### config.mk
export PLATFORM = sky130hd
export DESIGN_NAME = i2c_target_flat
export DESIGN_NICKNAME = d
export VERILOG_FILES = /design/src/rtl/i2c_pkg.sv /design/src/rtl/i2c_target_if.sv /design/src/rtl/i2c_bus_cond.sv /design/src/rtl/i2c_target.sv /design/src/flat_wrapper.sv
export SDC_FILE = /design/constraint.sdc
export NUM_CORES = 1
export LEC_CHECK = 0
export BUFFER_PORTS_ARGS = -buffer_cell sky130_fd_sc_hd__buf_2
export CORE_UTILIZATION = 55
export CTS_BUF_LIST = sky130_fd_sc_hd__clkbuf_4 sky130_fd_sc_hd__clkbuf_8
export DETAILED_ROUTE_END_ITERATION = 7
export PLACE_DENSITY = 0.76
export SLEW_MARGIN = 10
export SYNTH_ARGS = -nofsm -noshare
export SYNTH_HDL_FRONTEND = slang
export SYNTH_SLANG_ARGS = --single-unit
export TNS_END_PERCENT = 50
### constraint.sdc
create_clock -name clk -period 2.9 [get_ports clk]
set_input_delay 0.29 -clock clk [delete_from_list [all_inputs] [get_ports clk]]
set_output_delay 0.29 -clock clk [all_outputs]
set_load 0.1 [all_outputs]
### src/rtl/i2c_pkg.sv
// Shared types and constants for the I2C target and its bus conditioner.
package i2c_pkg;

  typedef enum logic [2:0] {
    ST_IDLE,
    ST_ADDR,
    ST_ADDR_ACK,
    ST_RX,
    ST_RX_ACK,
    ST_TX,
    ST_TX_ACK,
    ST_WAIT_STOP
  } i2c_state_e;

  localparam logic ACK      = 1'b0;
  localparam logic NACK     = 1'b1;
  localparam logic RW_WRITE = 1'b0;
  localparam logic RW_READ  = 1'b1;

endpackage

### src/rtl/i2c_target_if.sv
// Pin-side and local-logic-side signals of the I2C target.
interface i2c_target_if;
  logic       scl_i;
  logic       sda_i;
  logic       sda_oe;
  logic [7:0] rx_data;
  logic       rx_valid;
  logic [7:0] tx_data;
  logic       tx_req;
  logic       addressed;
  logic       rw;
  logic       stop_det;

  modport slave (
    input  scl_i, sda_i, tx_data,
    output sda_oe, rx_data, rx_valid, tx_req, addressed, rw, stop_det
  );

  modport master (
    output scl_i, sda_i, tx_data,
    input  sda_oe, rx_data, rx_valid, tx_req, addressed, rw, stop_det
  );
endinterface

### src/rtl/i2c_bus_cond.sv
// SCL/SDA synchronizers plus registered edge and START/STOP detection.
// sda_o is aligned with the registered event flags.
module i2c_bus_cond #(
  parameter int unsigned SYNC_STAGES = 2
) (
  input  logic clk,
  input  logic rst_n,
  input  logic scl_i,
  input  logic sda_i,
  output logic sda_o,
  output logic scl_rise_o,
  output logic scl_fall_o,
  output logic start_o,
  output logic stop_o
);

  logic [SYNC_STAGES-1:0] scl_sync_q;
  logic [SYNC_STAGES-1:0] sda_sync_q;
  logic scl_s, sda_s;
  logic scl_p_q, sda_p_q;
  logic scl_rise_q, scl_fall_q, start_q, stop_q;

  assign scl_s = scl_sync_q[SYNC_STAGES-1];
  assign sda_s = sda_sync_q[SYNC_STAGES-1];

  // Synchronizer chains; idle bus level is high.
  always_ff @(posedge clk or negedge rst_n) begin
    if (!rst_n) begin
      scl_sync_q <= '1;
      sda_sync_q <= '1;
    end else begin
      scl_sync_q <= {scl_sync_q[SYNC_STAGES-2:0], scl_i};
      sda_sync_q <= {sda_sync_q[SYNC_STAGES-2:0], sda_i};
    end
  end

  // Previous-cycle copies and registered bus events.
  always_ff @(posedge clk or negedge rst_n) begin
    if (!rst_n) begin
      scl_p_q    <= 1'b1;
      sda_p_q    <= 1'b1;
      scl_rise_q <= 1'b0;
      scl_fall_q <= 1'b0;
      start_q    <= 1'b0;
      stop_q     <= 1'b0;
    end else begin
      scl_p_q    <= scl_s;
      sda_p_q    <= sda_s;
      scl_rise_q <= scl_s & ~scl_p_q;
      scl_fall_q <= ~scl_s & scl_p_q;
      start_q    <= scl_s & scl_p_q & sda_p_q & ~sda_s;
      stop_q     <= scl_s & scl_p_q & ~sda_p_q & sda_s;
    end
  end

  assign sda_o      = sda_p_q;
  assign scl_rise_o = scl_rise_q;
  assign scl_fall_o = scl_fall_q;
  assign start_o    = start_q;
  assign stop_o     = stop_q;

endmodule

### src/rtl/i2c_target.sv
// 7-bit address I2C target: ACKs writes, serves reads, open-drain SDA only.
module i2c_target
  import i2c_pkg::*;
#(
  parameter logic [6:0]  ADDR        = 7'h42,
  parameter int unsigned SYNC_STAGES = 2
) (
  input logic         clk,
  input logic         rst_n,
  i2c_target_if.slave bus
);

  logic sda_s, scl_rise, scl_fall, start_ev, stop_ev;

  i2c_bus_cond #(.SYNC_STAGES(SYNC_STAGES)) u_cond (
    .clk        (clk),
    .rst_n      (rst_n),
    .scl_i      (bus.scl_i),
    .sda_i      (bus.sda_i),
    .sda_o      (sda_s),
    .scl_rise_o (scl_rise),
    .scl_fall_o (scl_fall),
    .start_o    (start_ev),
    .stop_o     (stop_ev)
  );

  i2c_state_e state_q, state_d;
  logic [2:0] cnt_q, cnt_d;
  logic [6:0] shift_q, shift_d;
  logic [6:0] tx_sh_q, tx_sh_d;
  logic       ack_pend_q, ack_pend_d;
  logic       rw_q, rw_d;
  logic       addressed_q, addressed_d;
  logic       sda_oe_q, sda_oe_d;
  logic [7:0] rx_data_q, rx_data_d;
  logic       rx_valid_q, rx_valid_d;
  logic       tx_req_q, tx_req_d;
  logic       stop_det_q, stop_det_d;

  // State and output registers.
  always_ff @(posedge clk or negedge rst_n) begin
    if (!rst_n) begin
      state_q     <= ST_IDLE;
      cnt_q       <= '0;
      shift_q     <= '0;
      tx_sh_q     <= '0;
      ack_pend_q  <= 1'b0;
      rw_q        <= 1'b0;
      addressed_q <= 1'b0;
      sda_oe_q    <= 1'b0;
      rx_data_q   <= '0;
      rx_valid_q  <= 1'b0;
      tx_req_q    <= 1'b0;
      stop_det_q  <= 1'b0;
    end else begin
      state_q     <= state_d;
      cnt_q       <= cnt_d;
      shift_q     <= shift_d;
      tx_sh_q     <= tx_sh_d;
      ack_pend_q  <= ack_pend_d;
      rw_q        <= rw_d;
      addressed_q <= addressed_d;
      sda_oe_q    <= sda_oe_d;
      rx_data_q   <= rx_data_d;
      rx_valid_q  <= rx_valid_d;
      tx_req_q    <= tx_req_d;
      stop_det_q  <= stop_det_d;
    end
  end

  // Next-state logic; bus START/STOP override any same-cycle SCL edge.
  // ack_pend bridges the 8th SCL rise to the following fall where ACK is driven;
  // tx_sh holds only bits 6..0 since bit 7 is driven straight from tx_data.
  always_comb begin
    state_d     = state_q;
    cnt_d       = cnt_q;
    shift_d     = shift_q;
    tx_sh_d     = tx_sh_q;
    ack_pend_d  = ack_pend_q;
    rw_d        = rw_q;
    addressed_d = addressed_q;
    sda_oe_d    = sda_oe_q;
    rx_data_d   = rx_data_q;
    rx_valid_d  = 1'b0;
    tx_req_d    = 1'b0;
    stop_det_d  = 1'b0;
    if (stop_ev) begin
      state_d     = ST_IDLE;
      cnt_d       = '0;
      ack_pend_d  = 1'b0;
      sda_oe_d    = 1'b0;
      addressed_d = 1'b0;
      stop_det_d  = 1'b1;
    end else if (start_ev) begin
      state_d     = ST_ADDR;
      cnt_d       = '0;
      ack_pend_d  = 1'b0;
      sda_oe_d    = 1'b0;
      addressed_d = 1'b0;
    end else begin
      unique case (state_q)
        ST_IDLE: ;
        ST_ADDR: begin
          if (scl_rise) begin
            shift_d = {shift_q[5:0], sda_s};
            cnt_d   = cnt_q + 3'd1;
            if (cnt_q == 3'd7) begin
              if (shift_q == ADDR && ADDR != 7'd0) begin
                rw_d       = sda_s;
                ack_pend_d = 1'b1;
              end else begin
                state_d = ST_WAIT_STOP;
              end
            end
          end else if (scl_fall && ack_pend_q) begin
            ack_pend_d  = 1'b0;
            sda_oe_d    = 1'b1;
            addressed_d = 1'b1;
            tx_req_d    = (rw_q == RW_READ);
            state_d     = ST_ADDR_ACK;
          end
        end
        ST_ADDR_ACK: begin
          if (scl_fall) begin
            cnt_d = '0;
            if (rw_q == RW_READ) begin
              tx_sh_d  = bus.tx_data[6:0];
              sda_oe_d = ~bus.tx_data[7];
              state_d  = ST_TX;
            end else begin
              sda_oe_d = 1'b0;
              state_d  = ST_RX;
            end
          end
        end
        ST_RX: begin
          if (scl_rise) begin
            shift_d = {shift_q[5:0], sda_s};
            cnt_d   = cnt_q + 3'd1;
            if (cnt_q == 3'd7) begin
              rx_data_d  = {shift_q, sda_s};
              rx_valid_d = 1'b1;
              ack_pend_d = 1'b1;
            end
          end else if (scl_fall && ack_pend_q) begin
            ack_pend_d = 1'b0;
            sda_oe_d   = 1'b1;
            state_d    = ST_RX_ACK;
          end
        end
        ST_RX_ACK: begin
          if (scl_fall) begin
            sda_oe_d = 1'b0;
            state_d  = ST_RX;
          end
        end
        ST_TX: begin
          if (scl_fall) begin
            if (cnt_q == 3'd7) begin
              sda_oe_d = 1'b0;
              cnt_d    = '0;
              state_d  = ST_TX_ACK;
            end else begin
              sda_oe_d = ~tx_sh_q[6];
              tx_sh_d  = {tx_sh_q[5:0], 1'b0};
              cnt_d    = cnt_q + 3'd1;
            end
          end
        end
        ST_TX_ACK: begin
          if (scl_rise) begin
            if (sda_s == ACK) tx_req_d = 1'b1;
            else              state_d  = ST_WAIT_STOP;
          end else if (scl_fall) begin
            tx_sh_d  = bus.tx_data[6:0];
            sda_oe_d = ~bus.tx_data[7];
            cnt_d    = '0;
            state_d  = ST_TX;
          end
        end
        ST_WAIT_STOP: ;
        default: state_d = ST_IDLE;
      endcase
    end
  end

  assign bus.sda_oe    = sda_oe_q;
  assign bus.rx_data   = rx_data_q;
  assign bus.rx_valid  = rx_valid_q;
  assign bus.tx_req    = tx_req_q;
  assign bus.addressed = addressed_q;
  assign bus.rw        = rw_q;
  assign bus.stop_det  = stop_det_q;

endmodule

### src/flat_wrapper.sv
// flat-port wrapper written by rule: the top's interface ports become plain ports
module i2c_target_flat import i2c_pkg::*;
#(
  parameter logic [6:0]  ADDR        = 7'h42,
  parameter int unsigned SYNC_STAGES = 2
)
  (clk, rst_n, bus_scl_i, bus_sda_i, bus_tx_data, bus_sda_oe, bus_rx_data, bus_rx_valid, bus_tx_req, bus_addressed, bus_rw, bus_stop_det);
  i2c_target_if bus_i ();
  input logic clk;
  input logic rst_n;
  input wire logic [$bits(bus_i.scl_i)-1:0] bus_scl_i;
  input wire logic [$bits(bus_i.sda_i)-1:0] bus_sda_i;
  input wire logic [$bits(bus_i.tx_data)-1:0] bus_tx_data;
  output wire logic [$bits(bus_i.sda_oe)-1:0] bus_sda_oe;
  output wire logic [$bits(bus_i.rx_data)-1:0] bus_rx_data;
  output wire logic [$bits(bus_i.rx_valid)-1:0] bus_rx_valid;
  output wire logic [$bits(bus_i.tx_req)-1:0] bus_tx_req;
  output wire logic [$bits(bus_i.addressed)-1:0] bus_addressed;
  output wire logic [$bits(bus_i.rw)-1:0] bus_rw;
  output wire logic [$bits(bus_i.stop_det)-1:0] bus_stop_det;
  assign bus_i.scl_i = bus_scl_i;
  assign bus_i.sda_i = bus_sda_i;
  assign bus_i.tx_data = bus_tx_data;
  assign bus_sda_oe = bus_i.sda_oe;
  assign bus_rx_data = bus_i.rx_data;
  assign bus_rx_valid = bus_i.rx_valid;
  assign bus_tx_req = bus_i.tx_req;
  assign bus_addressed = bus_i.addressed;
  assign bus_rw = bus_i.rw;
  assign bus_stop_det = bus_i.stop_det;
  i2c_target #(.ADDR(ADDR), .SYNC_STAGES(SYNC_STAGES)) u_core (.clk(clk), .rst_n(rst_n), .bus(bus_i));
endmodule
==> flow_summary.toml, run 1 <==
[cts]
numCtsBuffers = 5
postCtsSetupRepairBufs = 0
cts_buffer_depth = 2
clkTransAtPathRegs_ns = 0.08
h-tree-depth = 2
cts_tree = "done"
cts_hold_buf = 0
clock-root-buffer = "clkbuf_8"
post_cts_resized = 0
clock-sinks = 45
clock_latency_ns = 0.30

[synth]
synthCells = 195
synthSimpleGateAreaFrac = 0.1672
synthArstFlopShare = 1.000
synth-xor-area-share = 0
synthTopCellsByArea = "dfrtp_1, dfstp_2, mux2_1"
synth_adder_area_share = 0.01177
yosysSeqAreaShare = 0.5333
synth_top_area_frac = 0.4591
syn-num-nets = 209
synth_flop_cell = "dfrtp_1"
yosys.area.top_type = "dfrtp_1"
avgSynthCellArea_um2 = 10.90
yosysWarnings = 0
synth_edf_count = 0
synth_seq_cells = 45
synth-compound-area-share = 0.1171
yosys-mux-area-fraction = 0.1277
synth_top_family_by_area = "simple AND/OR/NAND/NOR gates"
netlist_area_um2 = 2126
synth_cell_types = 45

[routing]
first_iter_violations = 75
ant_nets = 0
vias = 1510
drc = 0
routed_wl_mm = 3.856
wl_per_cell_um = 14.55
drt_pass1_iterations = 4
via_per_inst = 5.698

[sta]
hold_violations = 0
maxSlewHeadroom = 0.3700
slew_viol_final = 0
setup_violations = 0
finClkSkew_ns = 0.003606
fin_tns_setup_ns = 0
rsz0062_at_grt = "no"
fin_crit_sh = 0.7972
worstMarginPinSlew_ns = 0.9450
period_minus_slack_ns = 2.312
fmaxAchievable_mhz = 432.5

[pwr]
cellPowerDensity_nw_per_um2 = 845.1
vdd_ir_drop_max_uv = 409.5
totalPowerFinal_w = 0.001975
p_leak_nw = 1.133

[layout]
n_antenna_cell = 0
final_cell_mix = "dfrtp_1, buf_2, nor2_1, a21oi_1, mux2_1"
mostFrequentLayoutCell = "dfrtp_1"
layout.nets = 230
drive_above_1_share = 0.2350
syn2layout_area_growth_pct = 9.947

[worst_setup_path]
slowest_delay_ns = 0.80
slowest_stage = "dfrtp_1"
start_kind = "flop"
critical_path.cell_chain = "nand3b_1 -> o21ai_0 -> a211oi_2 -> mux2_1"
crit_fanout = 23
cp.required_ns = 3.09
cp.arrival_ns = 2.50
crit_path_end_kind = "flop"
path_class = "reg -> reg"

[worst_hold_path]
holdCritPathClass = "in -> reg"

[grt]
grt_usage = 0.2134
grt_pass1_vias = 1395
grt_overflow = 0
grt_max_degree = 46
grt_pass1_wl_mm = 6.686
antenna_found_initial = 0

[die]
die_h_um = 64.17
num_rows = 22
coreArea_um2 = 3689
start_util = 0.5763
io_pins = 26
dieArea_um2 = 4118
die_w_um = 64.17

[flow_run]
maxCapViolCount = 0

[placement]
io_buffers = 25
gp_congestion = 0.8602
dpl.hpwl_mm = 2.705

[status]
outcome = "completed"
-- flip-flops by register name (all words and copies together), names as in the netlist --
| signal | flops |
|---|---|
| u_core.ack_pend_q | 1 |
| u_core.shift_q | 7 |
| u_core.bus.sda_oe | 1 |
| u_core.u_cond.sda_sync_q | 2 |
| u_core.u_cond.scl_p_q | 1 |
| u_core.bus.rw | 1 |
| u_core.cnt_q | 3 |
| u_core.u_cond.scl_rise_o | 1 |
| u_core.bus.rx_valid | 1 |
| u_core.bus.rx_data | 8 |
| u_core.bus.addressed | 1 |
| u_core.bus.stop_det | 1 |
| u_core.u_cond.scl_fall_o | 1 |
| u_core.bus.tx_req | 1 |
| u_core.u_cond.start_o | 1 |
| u_core.u_cond.scl_sync_q | 2 |
| u_core.u_cond.stop_o | 1 |
| u_core.tx_sh_q | 7 |
| u_core.u_cond.sda_o | 1 |
| u_core.state_q | 3 |
-- final cells by class --
| cell class | instances | area, um2 |
|---|---|---|
| Fill cell | 312 | 1351 |
| Sequential cell | 45 | 1134 |
| Multi-Input combinational cell | 132 | 900.9 |
| Timing Repair Buffer | 25 | 125.1 |
| Clock buffer | 6 | 76.32 |
| Tap cell | 48 | 60.06 |
| Inverter | 7 | 26.28 |
| Clock inverter | 2 | 15.01 |
-- metal layers --
metal	up-vias	share of wire	track usage
li1	733	-	-
met1	735	0.46	0.2934
met2	35	0.49	0.3285
met3	7	0.037	0.04464
met4	0	0.016	0.08889
met5	-	0	0
-- synthesized netlist by cell type, types with 3 or more instances --
cell type and n:
dfrtp_1 39, a31oi_1 5, nand2b_1 3, mux2_2 6, mux2i_1 8, a21oi_1 13, nand3_1 8, dfstp_2 6
nor2_1 21, inv_1 7, nand2_1 10, o21ai_0 9, buf_2 7, nor2b_1 4, nand4_1 3, mux2_1 11
-- cell families after synthesis --
group / Yosys count
and+or+nand+nor: 65
DFF: 45
AOI/OAI and AO/OA: 40
muxes: 25
buffers and inverters: 18
adders and majority gates: 2
-- final timing paths --
path	startpoint	endpoint	slack, ns	cells after the start
max reg2reg	u_core.state_q[1]	u_core.cnt_q[0]	0.59	4
min reg2reg	u_core.u_cond.scl_sync_q[0]	u_core.u_cond.scl_sync_q[1]	0.36	0
min in group asynchronous	rst_n	u_core.cnt_q[2]	0.13	1
min	bus_scl_i	u_core.u_cond.scl_sync_q[0]	0.08	1
max in group asynchronous	rst_n	u_core.cnt_q[1]	2.18	1
max	u_core.state_q[1]	u_core.cnt_q[0]	0.59	4
-- worst max-delay path, delay by kind of cell, from the launching register on --
| family | cells | cell delay [ns] |
|---|---|---|
| flip-flops | 1 | 0.80 |
| AO/OA/AOI/OAI | 2 | 0.60 |
| AND/OR/NAND/NOR | 1 | 0.45 |
| multiplexers | 1 | 0.36 |
-- stage by stage --
stage	instances	util	instance area (um2)	hold WS, ns	worst slack (ns)
floorplan	195	-	2126	-0.005591	1.047
global placement	257	0.6089	2246	0.3473	0.6972
detailed placement	257	0.6089	2246	0.3485	0.6075
CTS	265	0.6337	2337	0.07288	0.5769
global route	265	0.6337	2337	0.06846	0.3651
finish	265	0.6337	2337	0.08427	0.5880
-- report_power, final --
part | leakage, nW | internal, W | total [W] | switching, W
registers | 0.569 | 0.000761 | 0.000965 | 0.000203
logic | 0.524 | 0.000283 | 0.000625 | 0.000343
clock network | 0.0408 | 0.000179 | 0.000385 | 0.000206
Note: power is estimated with default switching activity, not from simulation.
==> run 2, diff against run 1 <==
- CORE_UTILIZATION: 55 -> 54
- PLACE_DENSITY: 0.76 -> 0.78
- clock period: 2.9 -> 1.9 ns (I/O delays scaled with it)
==> flow_summary.toml, run 2 (synthesis results as in run 1) <==
[worst_setup_path]
path_buf_inv = 1
path_common_cell = "nor2_1"
path_class = "reg -> reg"
crit_family = "flip-flops"
cp.arrival_ns = 2.03
crit_path_start = "u_core.state_q[1]"
cp.required_ns = 2.08
crit_path_end_kind = "flop"
slowest_stage = "dfrtp_1"
timing.rr.start = "u_core.state_q[1]"
r2r_slack_ns = 0.05
start_kind = "flop"
crit_fanout = 12
critical_path.cell_chain = "buf_4 -> nor2_1 -> a2111oi_0 -> nor2_1 -> mux2_1"
slowest_delay_ns = 0.54

[layout]
final_cell_mix = "dfrtp_1, buf_2, nor2_1, a21oi_1, buf_4"
mostFrequentLayoutCell = "dfrtp_1"
n_antenna_cell = 0
layout.nets = 246
drive_above_1_share = 0.2918
largest_register_ffs = 8
final-seq-area_um2 = 1136
nFillCells = 299
multi_input_area_um2 = 915.9
stdcell_count = 281
syn2layout_area_growth_pct = 16.72

[die]
die_w_um = 64.74
start_util = 0.5721
die_h_um = 64.74
coreArea_um2 = 3716
num_rows = 22
dieArea_um2 = 4191
io_pins = 26

[grt]
antenna_found_initial = 0
grt_max_degree = 46
grt_pass1_wl_mm = 6.658
grt_overflow = 0
grt_usage = 0.2066
grt_pass1_vias = 1499

[sta]
hold_violations = 0
finClkSkew_ns = 0.005391
period_minus_slack_ns = 1.852
worstMarginPinSlew_ns = 0.5407
fmaxAchievable_mhz = 540.0
fin_crit_sh = 0.9746
setup_violations = 0
maxSlewHeadroom = 0.6396
slew_viol_final = 0
hold_slack_ns = 0.1474
rsz0062_at_grt = "yes"

[cts]
clock-sinks = 45
clkTransAtPathRegs_ns = 0.08
cts_buffer_depth = 2
clock-root-buffer = "clkbuf_8"
clock_latency_ns = 0.29
numCtsBuffers = 5
postCtsSetupRepairBufs = 0
cts_tree = "done"
h-tree-depth = 2

[pwr]
clkPwrFrac = 0.184
vdd_ir_drop_max_uv = 833.7
p_comb_frac = 0.367
pwr-share-seq = 0.449
totalPowerFinal_w = 0.003139
cell_internal_pwr_w = 0.001960
netSwitchingFraction = 0.3757
cellPowerDensity_nw_per_um2 = 1265
p_leak_nw = 1.205
switchingPower_w = 0.001179

[placement]
dpl.hpwl_mm = 2.792
io_buffers = 25
gp_congestion = 0.8816
placed_cells = 270

[routing]
wl_per_cell_um = 13.73
ant_nets = 0
routed_wl_mm = 3.859
first_iter_violations = 142
via_per_inst = 5.580
vias = 1568
drt_pass1_iterations = 4
drc = 0

[flow_run]
maxCapViolCount = 0

[worst_hold_path]
hp-start = "bus_tx_data[0]"
holdCritPathClass = "in -> reg"

[status]
outcome = "completed"
-- run 2: cell count changes in the layout (fill, tap and decap cells not counted), sizes merged --
cell         change
dlygate4sd3      +3
clkbuf           -1
inv              +1
clkinvlp         -1
clkinv           +1
buf             +13
-- run 2: path summary, 6_finish.rpt --
kind	end	depth (start not counted)
hold reg to reg	u_core.u_cond.scl_sync_q[1]	0
hold / removal	u_core.tx_sh_q[0]	3
max in group asynchronous	u_core.state_q[2]	3
setup reg to reg	u_core.state_q[0]	5
setup / recovery	u_core.state_q[0]	5
min in group asynchronous	u_core.bus.sda_oe	3
-- run 2: stage by stage --
step	util	setup slack [ns]	setup TNS, ns	area (um2)
after floorplan	-	0.04729	0	2126
after global placement	0.6306	0.09955	0	2344
after detailed placement	0.6306	0.02701	0	2344
after CTS	0.6630	0.01206	0	2464
after global routing	0.6677	-0.09589	-0.2609	2481
final	0.6677	0.04824	0	2481
-- run 2: area by class of cell --
type                       instances  area share
multi-input combinational        132      0.3691
clock inverter                     3    0.008573
sequential                        45      0.4579
clock buffer                       5     0.02774
timing repair buffer              41      0.1019
inverter                           7     0.01059
tap                               48     0.02421
-- run 2: worst register-to-register path, stage by stage (launching register included) --
cell and delay (ns):
dfrtp_1 0.54, buf_4 0.27, nor2_1 0.11, a2111oi_0 0.42
nor2_1 0.11, mux2_1 0.30
-- run 2: power by group through the flow --
stage | sequential, W | clock [W] | combinational, W
finish | 0.00141 | 0.000578 | 0.00115
global route | 0.00145 | 0.000642 | 0.00129
CTS | 0.00140 | 0.000598 | 0.00115
detailed placement | 0.00142 | 0 | 0.00113
global placement | 0.00140 | 0 | 0.00110
floorplan | 0.00137 | 0 | 0.000900
-- run 2: per-layer routing --
metal  routed length [um]  part of all wire  vias to the layer above  GRT usage
met5                    0                 0                        -          0
met4                   59             0.015                        0    0.06111
met3                  144             0.037                        8    0.03697
met2                 1849              0.48                       36     0.3385
met1                 1806              0.47                      757     0.2795
li1                     -                 -                      767          -
-- run 2: repair_timing --
action | CTS | global route
endpoints found under the hold margin | 41 | 0
hold buffers | 3 | 0
setup endpoints to repair | 0 | 14
resized for setup | 0 | 5
==> run 3, diff against run 2 <==
- CELL_PAD_IN_SITES_DETAIL_PLACEMENT: not set -> 0
- CELL_PAD_IN_SITES_GLOBAL_PLACEMENT: not set -> 1
- CORE_UTILIZATION: 54 -> 43
- PLACE_DENSITY: 0.78 -> not set
- PLACE_DENSITY_LB_ADDON: not set -> 0.1
==> flow_summary.toml, run 3 (synthesis results as in run 1) <==
[layout]
layout.nets = 250
drive_above_1_share = 0.3038
syn2layout_area_growth_pct = 19.54
n_antenna_cell = 0
final_cell_mix = "dfrtp_1, buf_2, nor2_1, buf_4, a21oi_1"
largest_register_ffs = 8
mostFrequentLayoutCell = "dfrtp_1"

[cts]
cts_buffer_depth = 2
numCtsBuffers = 5
cts_tree = "done"
clock_latency_ns = 0.29
clock-root-buffer = "clkbuf_8"
clkTransAtPathRegs_ns = 0.08
clock-sinks = 45
h-tree-depth = 2

[grt]
grt_pass1_wl_mm = 7.362
grt_pass1_vias = 1542
antenna_found_initial = 0
grt_usage = 0.1860
grt_max_degree = 29
grt_overflow = 0

[status]
violations = "setup timing"
outcome = "finished with violations"

[placement]
gp_congestion = 0.9342
dpl.hpwl_mm = 3.092
place_ws_ns = 0.01521
io_buffers = 25

[routing]
wl_per_cell_um = 14.00
via_per_inst = 5.125
drc = 0
ant_nets = 0
vias = 1558
routed_wl_mm = 4.256
first_iter_violations = 118
drt_pass1_iterations = 4

[worst_hold_path]
hp-start = "bus_tx_data[0]"
holdCritPathClass = "in -> reg"

[sta]
slew_viol_final = 0
rsz0062_at_grt = "yes"
fmaxAchievable_mhz = 517.9
fin_crit_sh = 1.016
hold_violations = 0
finClkSkew_ns = 0.006222
period_minus_slack_ns = 1.931
fin_tns_setup_ns = -0.03277
maxSlewHeadroom = 0.5703
worstMarginPinSlew_ns = 0.6446
fin_ws_ns = -0.03105
setup_violations = 2

[worst_setup_path]
path_buf_inv = 0
critical_path.cell_chain = "ha_2 -> ha_4 -> and4bb_1 -> a31oi_1 -> a31oi_1 -> nor3_2 -> mux2_1"
start_kind = "flop"
cp.required_ns = 2.08
crit_fanout = 3
path_class = "reg -> reg"
slowest_stage = "dfrtp_1"
path_common_cell = "a31oi_1"
crit_family = "simple AND/OR/NAND/NOR gates"
timing.rr.start = "u_core.cnt_q[0]"
crit_path_start = "u_core.cnt_q[0]"
crit_path_end_kind = "flop"
cp.arrival_ns = 2.11
slowest_delay_ns = 0.37

[die]
io_pins = 26
die_h_um = 72.31
start_util = 0.4471
die_w_um = 72.31
num_rows = 25
dieArea_um2 = 5229
coreArea_um2 = 4755

[pwr]
vdd_ir_drop_max_uv = 711.6
p_leak_nw = 1.229
cellPowerDensity_nw_per_um2 = 1276
totalPowerFinal_w = 0.003242

[flow_run]
maxCapViolCount = 0
## run 3: cell count changes in the layout (fill, tap and decap cells not counted), sizes merged
cell / delta
buf: +4
clkbuf: +1
clkinv: -1
clkinvlp: +1
inv: -1
## run 3: power breakdown
| group | switching, W | total, W | internal (W) |
|---|---|---|---|
| sequential | 0.000217 | 0.00138 | 0.00116 |
| combinational | 0.000662 | 0.00128 | 0.000613 |
| clock | 0.000314 | 0.000587 | 0.000273 |
## run 3: path summary, 6_finish.rpt
path,end,slack [ns],cells past startpoint
max,u_core.state_q[1],-0.03,7
min,u_core.tx_sh_q[0],0.13,3
max reg2reg,u_core.state_q[1],-0.03,7
min reg2reg,u_core.u_cond.sda_sync_q[1],0.36,0
max in group asynchronous,u_core.u_cond.sda_o,0.78,3
min in group asynchronous,u_core.state_q[1],0.45,2
## run 3: what timing repair did
item                                   4_1_cts  5_1_grt
setup endpoints to repair                    0        5
gates resized for setup                      0        5
hold buffers                                 3        0
buffers inserted                             0        1
endpoints found under the hold margin       28        0
## run 3: layout make-up
type | instances | area, um2
Inverter | 7 | 26.28
Tap cell | 67 | 83.83
Clock buffer | 6 | 76.32
Clock inverter | 2 | 15.01
Fill cell | 452 | 2213
Sequential cell | 45 | 1134
Multi-Input combinational cell | 132 | 923.4
Timing Repair Buffer | 45 | 282.8
## run 3: per-layer routing
metal  track usage  vias to the layer above  routed length [um]  part of all wire
li1              -                      776                   -                 -
met1        0.2571                      753                1971              0.46
met2        0.2793                       21                2112              0.50
met3       0.05000                        8                  91             0.021
met4       0.07407                        0                  80             0.019
met5             0                        -                   0                 0
## run 3: metrics by stage
stage | util | cell area (um2) | std cells | hold slack [ns]
after floorplan | - | 2126 | 195 | -0.1056
after global placement | 0.5026 | 2390 | 292 | 0.2386
after detailed placement | 0.5026 | 2390 | 292 | 0.2578
after CTS | 0.5282 | 2511 | 303 | 0.1202
after global routing | 0.5345 | 2541 | 304 | 0.1240
final | 0.5345 | 2541 | 304 | 0.1321
## run 3: worst reg2reg max path, delay by kind of cell (launching register included)
family,cells,cell delay [ns]
fa+ha+maj,2,0.33
mux,1,0.36
compound gates,2,0.26
flops,1,0.37
simple gates,2,0.50
